[config.mk]
export PLATFORM = sky130hd
export DESIGN_NAME = boid_frame_rasterizer
export DESIGN_NICKNAME = d
export VERILOG_FILES = /design/src/rtl/boid_frame_rasterizer.sv
export SDC_FILE = /design/constraint.sdc
export NUM_CORES = 1
export LEC_CHECK = 0
export ABC_AREA = 0
export BUFFER_PORTS_ARGS = -buffer_cell sky130_fd_sc_hd__buf_4
export CORE_MARGIN = 3
export CORE_UTILIZATION = 25
export DETAILED_ROUTE_END_ITERATION = 7
export PLACE_DENSITY = 0.48
export SYNTH_ARGS = -nofsm -noshare
export SYNTH_HDL_FRONTEND = slang
export SYNTH_SLANG_ARGS = --single-unit
[constraint.sdc]
create_clock -name clk -period 5.15 [get_ports clk]
set_input_delay 0.7725 -clock clk [delete_from_list [all_inputs] [get_ports clk]]
set_output_delay 0.7725 -clock clk [all_outputs]
set_load 0.1 [all_outputs]
[src/rtl/boid_frame_rasterizer.sv]
// boid_frame_rasterizer: sweeps one frame in raster order, issues x/y pixel checks,
// realigns the returned is_boid_here with its pixel and writes one colour per pixel.
// Ports:
//   clk, reset (sync, active-high), start (one-cycle frame request)
//   x, y            check coordinates, col/row in fixed point with FRAC_BITS fraction bits
//   is_boid_here    check result for the x/y issued CHK_LAT cycles earlier
//   wr_en, wr_addr, wr_data  framebuffer write port (address = row*H_RES + col)
//   busy            high from the start-accept cycle through the DONE cycle
//   frame_done      one-cycle pulse after the last pixel write
// Optional macro BOID_RAST_BORDER_EN: frame-edge pixels are written with BORDER_COLOR.
module boid_frame_rasterizer #(
    parameter int H_RES = 640,
    parameter int V_RES = 480,
    parameter int ADDR_W = 19,
    parameter int COLOR_W = 8,
    parameter int FRAC_BITS = 16,
    parameter int CHK_LAT = 1,
    parameter logic [COLOR_W-1:0] BOID_COLOR = 8'hFF,
    parameter logic [COLOR_W-1:0] BG_COLOR = 8'h00
`ifdef BOID_RAST_BORDER_EN
    ,
    parameter logic [COLOR_W-1:0] BORDER_COLOR = 8'h1C
`endif
) (
    input  logic               clk,
    input  logic               reset,
    input  logic               start,
    output logic [31:0]        x,
    output logic [31:0]        y,
    input  logic               is_boid_here,
    output logic               wr_en,
    output logic [ADDR_W-1:0]  wr_addr,
    output logic [COLOR_W-1:0] wr_data,
    output logic               busy,
    output logic               frame_done
);
    localparam int CW = H_RES > 1 ? $clog2(H_RES) : 1;
    localparam int RW = V_RES > 1 ? $clog2(V_RES) : 1;
    localparam logic [CW-1:0] COL_MAX = CW'(H_RES - 1);
    localparam logic [RW-1:0] ROW_MAX = RW'(V_RES - 1);
`ifdef BOID_RAST_BORDER_EN
    localparam int EW = ADDR_W + 1;
`else
    localparam int EW = ADDR_W;
`endif

    typedef enum logic [1:0] {IDLE, SCAN, DRAIN, DONE} state_t;

    state_t            state_q, state_d;
    logic [CW-1:0]     col_q, col_d;
    logic [RW-1:0]     row_q, row_d;
    logic [ADDR_W-1:0] addr_q, addr_d;
    logic [2:0]        drain_q, drain_d;
    logic              issue, hold, col_end, last_pix;
    logic              o_v;
    logic [EW-1:0]     e_in, e_out;
    logic [COLOR_W-1:0] px_color;

    assign issue    = state_q == SCAN;
    assign col_end  = col_q == COL_MAX;
    assign last_pix = col_end && row_q == ROW_MAX;
    // Counters freeze on the last pixel so DRAIN keeps presenting it on x/y.
    assign hold     = state_q == DRAIN || (issue && last_pix);

    always_ff @(posedge clk) begin
        if (reset) begin
            state_q <= IDLE;
            col_q   <= '0;
            row_q   <= '0;
            addr_q  <= '0;
            drain_q <= '0;
        end else begin
            state_q <= state_d;
            col_q   <= col_d;
            row_q   <= row_d;
            addr_q  <= addr_d;
            drain_q <= drain_d;
        end
    end

    always_comb begin
        state_d = state_q;
        case (state_q)
            IDLE:    if (start) state_d = SCAN;
            SCAN:    if (last_pix) state_d = (CHK_LAT > 0) ? DRAIN : DONE;
            DRAIN:   if (drain_q == 3'(CHK_LAT - 1)) state_d = DONE;
            default: state_d = IDLE;
        endcase
    end

    always_comb begin
        col_d   = hold ? col_q : issue ? (col_end ? '0 : col_q + 1'b1) : '0;
        row_d   = hold ? row_q : issue ? (col_end ? row_q + 1'b1 : row_q) : '0;
        addr_d  = hold ? addr_q : issue ? addr_q + 1'b1 : '0;
        drain_d = state_q == DRAIN ? drain_q + 1'b1 : '0;
    end

`ifdef BOID_RAST_BORDER_EN
    assign e_in = {col_q == '0 || col_end || row_q == '0 || row_q == ROW_MAX, addr_q};
`else
    assign e_in = addr_q;
`endif

    // Delay line aligning each issued pixel with its check result.
    generate
        if (CHK_LAT == 0) begin : g_pass
            assign o_v   = issue;
            assign e_out = e_in;
        end else begin : g_dl
            logic [CHK_LAT-1:0] v_q, v_d;
            logic [EW-1:0]      e_q [CHK_LAT];
            logic [EW-1:0]      e_d [CHK_LAT];
            always_comb begin
                v_d[0] = issue;
                e_d[0] = e_in;
                for (int i = 1; i < CHK_LAT; i++) begin
                    v_d[i] = v_q[i-1];
                    e_d[i] = e_q[i-1];
                end
            end
            always_ff @(posedge clk) begin
                if (reset) v_q <= '0;
                else v_q <= v_d;
                e_q <= e_d;
            end
            assign o_v   = v_q[CHK_LAT-1];
            assign e_out = e_q[CHK_LAT-1];
        end
    endgenerate

`ifdef BOID_RAST_BORDER_EN
    assign px_color = e_out[ADDR_W] ? BORDER_COLOR : is_boid_here ? BOID_COLOR : BG_COLOR;
`else
    assign px_color = is_boid_here ? BOID_COLOR : BG_COLOR;
`endif

    always_comb begin
        busy       = state_q != IDLE;
        frame_done = state_q == DONE;
        x          = (issue || state_q == DRAIN) ? 32'(col_q) << FRAC_BITS : '0;
        y          = (issue || state_q == DRAIN) ? 32'(row_q) << FRAC_BITS : '0;
        wr_en      = o_v;
        wr_addr    = o_v ? e_out[ADDR_W-1:0] : '0;
        wr_data    = o_v ? px_color : BG_COLOR;
    end
endmodule

==> flow_summary.toml <==
[outcome]
status = "completed"

[cells_and_area]
layout_commonest_cell = "dfxtp_1"
nFillCells = 1425
syn2layout_area_growth_pct = 18.0
final_cells = 627
fin_nets = 460
layout_common_cells = "dfxtp_1, buf_4, conb_1"
num_antenna_cells = 0
multi_input_area_um2 = 1830
seqCellArea_um2 = 1260
final_cell_area_um2 = 4100
drive_gt1_frac = 0.169

[die]
initial_utilization = 0.259
ioPinCount = 98
coreArea_um2 = 13400
rows = 42
die_area_um2 = 15300
die_x_um = 124
die_h_um = 124

[synthesis]
synth_edf_count = 0
synthMuxAreaShare = 0.00864
synth_top_family_by_area = "simple AND/OR/NAND/NOR gates"
avgSynthCellArea_um2 = 8.35
synth_xor_area_frac = 0.00504
synth-adder-area-share = 0.0324
yosys.area.top_type_share = 0.363
ys_ff_latch = 63
synthFlopType = "dfxtp_1"
synth_compound_area_frac = 0.175
syn_inst = 416
seq_area_frac_synth = 0.363
yosysWarnings = 0
syn_area_um2 = 3470
synth.area.top_cells = "dfxtp_1, buf_4, and2_1"
synth_cell_types = 56
ys_async_sr_fraction = 0
yosys.area_share.simple = 0.257
synth_top_cell_by_area = "dfxtp_1"

[detailed_routing]
ant_nets = 0
met3_length_um = 459
drc = 0
first_iter_violations = 151
totalWireLength_um = 8340
wl_met2_um = 3950
wl_met1_um = 3850
drtPass1Iterations = 4
top_layer = "met4"
wire_per_inst_um = 13.3
via_per_inst = 4.58
via_count = 2871

[sta]
setup_viol_count_final = 0
fin_crit_ps = 2910
hold_violations = 0
maxSlewHeadroom = 0.393
fin_ws_ps = 2240
fmax_mhz = 344
slew_violations = 0
tightest_slew_ps = 910
fin_setup_tns_ps = 0
fin_skew_ps = 3.92
period_share = 0.564
rsz0062_at_grt = "no"

[clock_network]
cts_num_sinks = 63
clk_latency_ps = 330
root_buffer = "clkbuf_16"
ctsResizeCount = 0
cts_buffers = 9
cts-htree-levels = 3
cts.reportedPaths.clkPinSlew_ps = 50
cts_tree = "built"
holdBufCountCts = 0
postCtsSetupRepairBufs = 0
cts_buffer_depth = 2

[placed_design]
postPlaceCellArea_um2 = 3750
dp_hpwl_um = 5820
io_buffers = 52
pre_cts_slack_ps = 2250
place_congestion = 0.767
dp_cells = 612

[critical_path]
start_kind = "flop"
end_kind = "flop"
worstPathRequired_ps = 5410
worstSetupPathType = "reg2reg"
worstPathArrival_ps = 3160
cp_max_fo = 22
r2r_slack_ps = 2240
r2r_end = "col_q[7]$_SDFFE_PP0N_"
r2r_start = "state_q[1]$_SDFFE_PP0P_"
reg2reg_depth = 6

[global_route]
grtUsageTotal = 0.108
grt_pass1_vias = 2651
grt_pass1_wl_um = 13100
grt_max_degree = 41
antenna_found_initial = 0
grt_overflow = 0

[min_path]
worstHoldEndpoint = "e_out[18]$_DFF_P_"
hold_path.class = "reg2reg"
holdPathStages = 0
worstHoldStart = "addr_q[18]$_SDFFE_PP0N_"

[power_and_ir_drop]
leakage_uw = 0.00156
power-per-cell-area_nw_per_um2 = 469
ir_drop_mv = 0.157

[job]
cap_viol_max_count = 0
report_power, final:
part           switching [uW]  leakage [uW]  total [uW]  internal, uW
registers                29.7      0.000508         539           509
logic                     553      0.000881         671           118
clock network             214      0.000169         711           496
area by class of cell:
class,count,share of cell area
Timing Repair Buffer,52,0.0952
Sequential cell,63,0.308
Clock inverter,3,0.0220
Tap cell,176,0.0537
Clock buffer,12,0.0626
Inverter,13,0.0119
Multi-Input combinational cell,308,0.447
per-layer routing:
metal  up-vias  GRT usage
met5         -          0
met4         0     0.0246
met3         8     0.0354
met2        86      0.178
met1      1344      0.137
li1       1433          -
kinds of logic (layout without fill, tap and decap cells):
logic type | Yosys count | after routing
AND/OR/NAND/NOR | 158 | 158
AO/OA/AOI/OAI | 91 | 91
buffers and inverters | 89 | 80
flip-flops | 63 | 63
adder cells (fa/ha/maj) | 9 | 9
multiplexers | 3 | 3
XOR/XNOR | 2 | 2
other | 1 | 45
sequential cells by signal, indices dropped and copies added, names as in the netlist:
name,count
addr_q,19
state_q,2
e_out,19
wr_en,1
col_q,10
row_q,9
drain_q,3
how the worst max path moves through the flow:
stage	from	endpoint	slack, ps	cells past startpoint
finish	state_q[1]$_SDFFE_PP0P_	col_q[7]$_SDFFE_PP0N_	2240	6
global route	state_q[1]$_SDFFE_PP0P_	addr_q[14]$_SDFFE_PP0N_	2100	6
CTS	state_q[1]$_SDFFE_PP0P_	col_q[7]$_SDFFE_PP0N_	2250	6
detailed placement	state_q[1]$_SDFFE_PP0P_	col_q[7]$_SDFFE_PP0N_	2250	6
global placement	state_q[1]$_SDFFE_PP0P_	col_q[7]$_SDFFE_PP0N_	2440	6
floorplan	wr_en$_SDFF_PP0_	wr_data[1]	1840	3
synth_stat cells, drive strengths merged, types with 2 or more instances:
library cell and number:
buf 57, nand3 13, o31ai 2, nand2b 10, o32ai 2, or4 7
or3b 2, a211oi 3, dfxtp 63, ha 9, and3 3, o31a 2
and4 3, o21ai 20, a31oi 11, a21oi 29, o211ai 6, a41oi 2
nor2 22, mux2i 3, or3 10, a311oi 5, nor3 5, nand2 23
nor4 4, inv 13, nand4 11, and2 41, clkbuf 19
through the flow:
stage | hold slack, ps | total power, uW | utilization
detailed placement | 368 | 1230 | 0.280
finish | 380 | 1920 | 0.306
CTS | 378 | 1940 | 0.306
global placement | 365 | 1220 | 0.280
floorplan | 326 | 1140 | -
global route | 387 | 2000 | 0.306
worst max-delay path, stage by stage (launching register included):
cell	delay [ps]
dfxtp_1	340
inv_1	90
ha_1	760
inv_1	530
o31ai_4	720
nand2b_1	190
a31oi_1	190
Note: power is estimated with default switching activity, not from simulation.
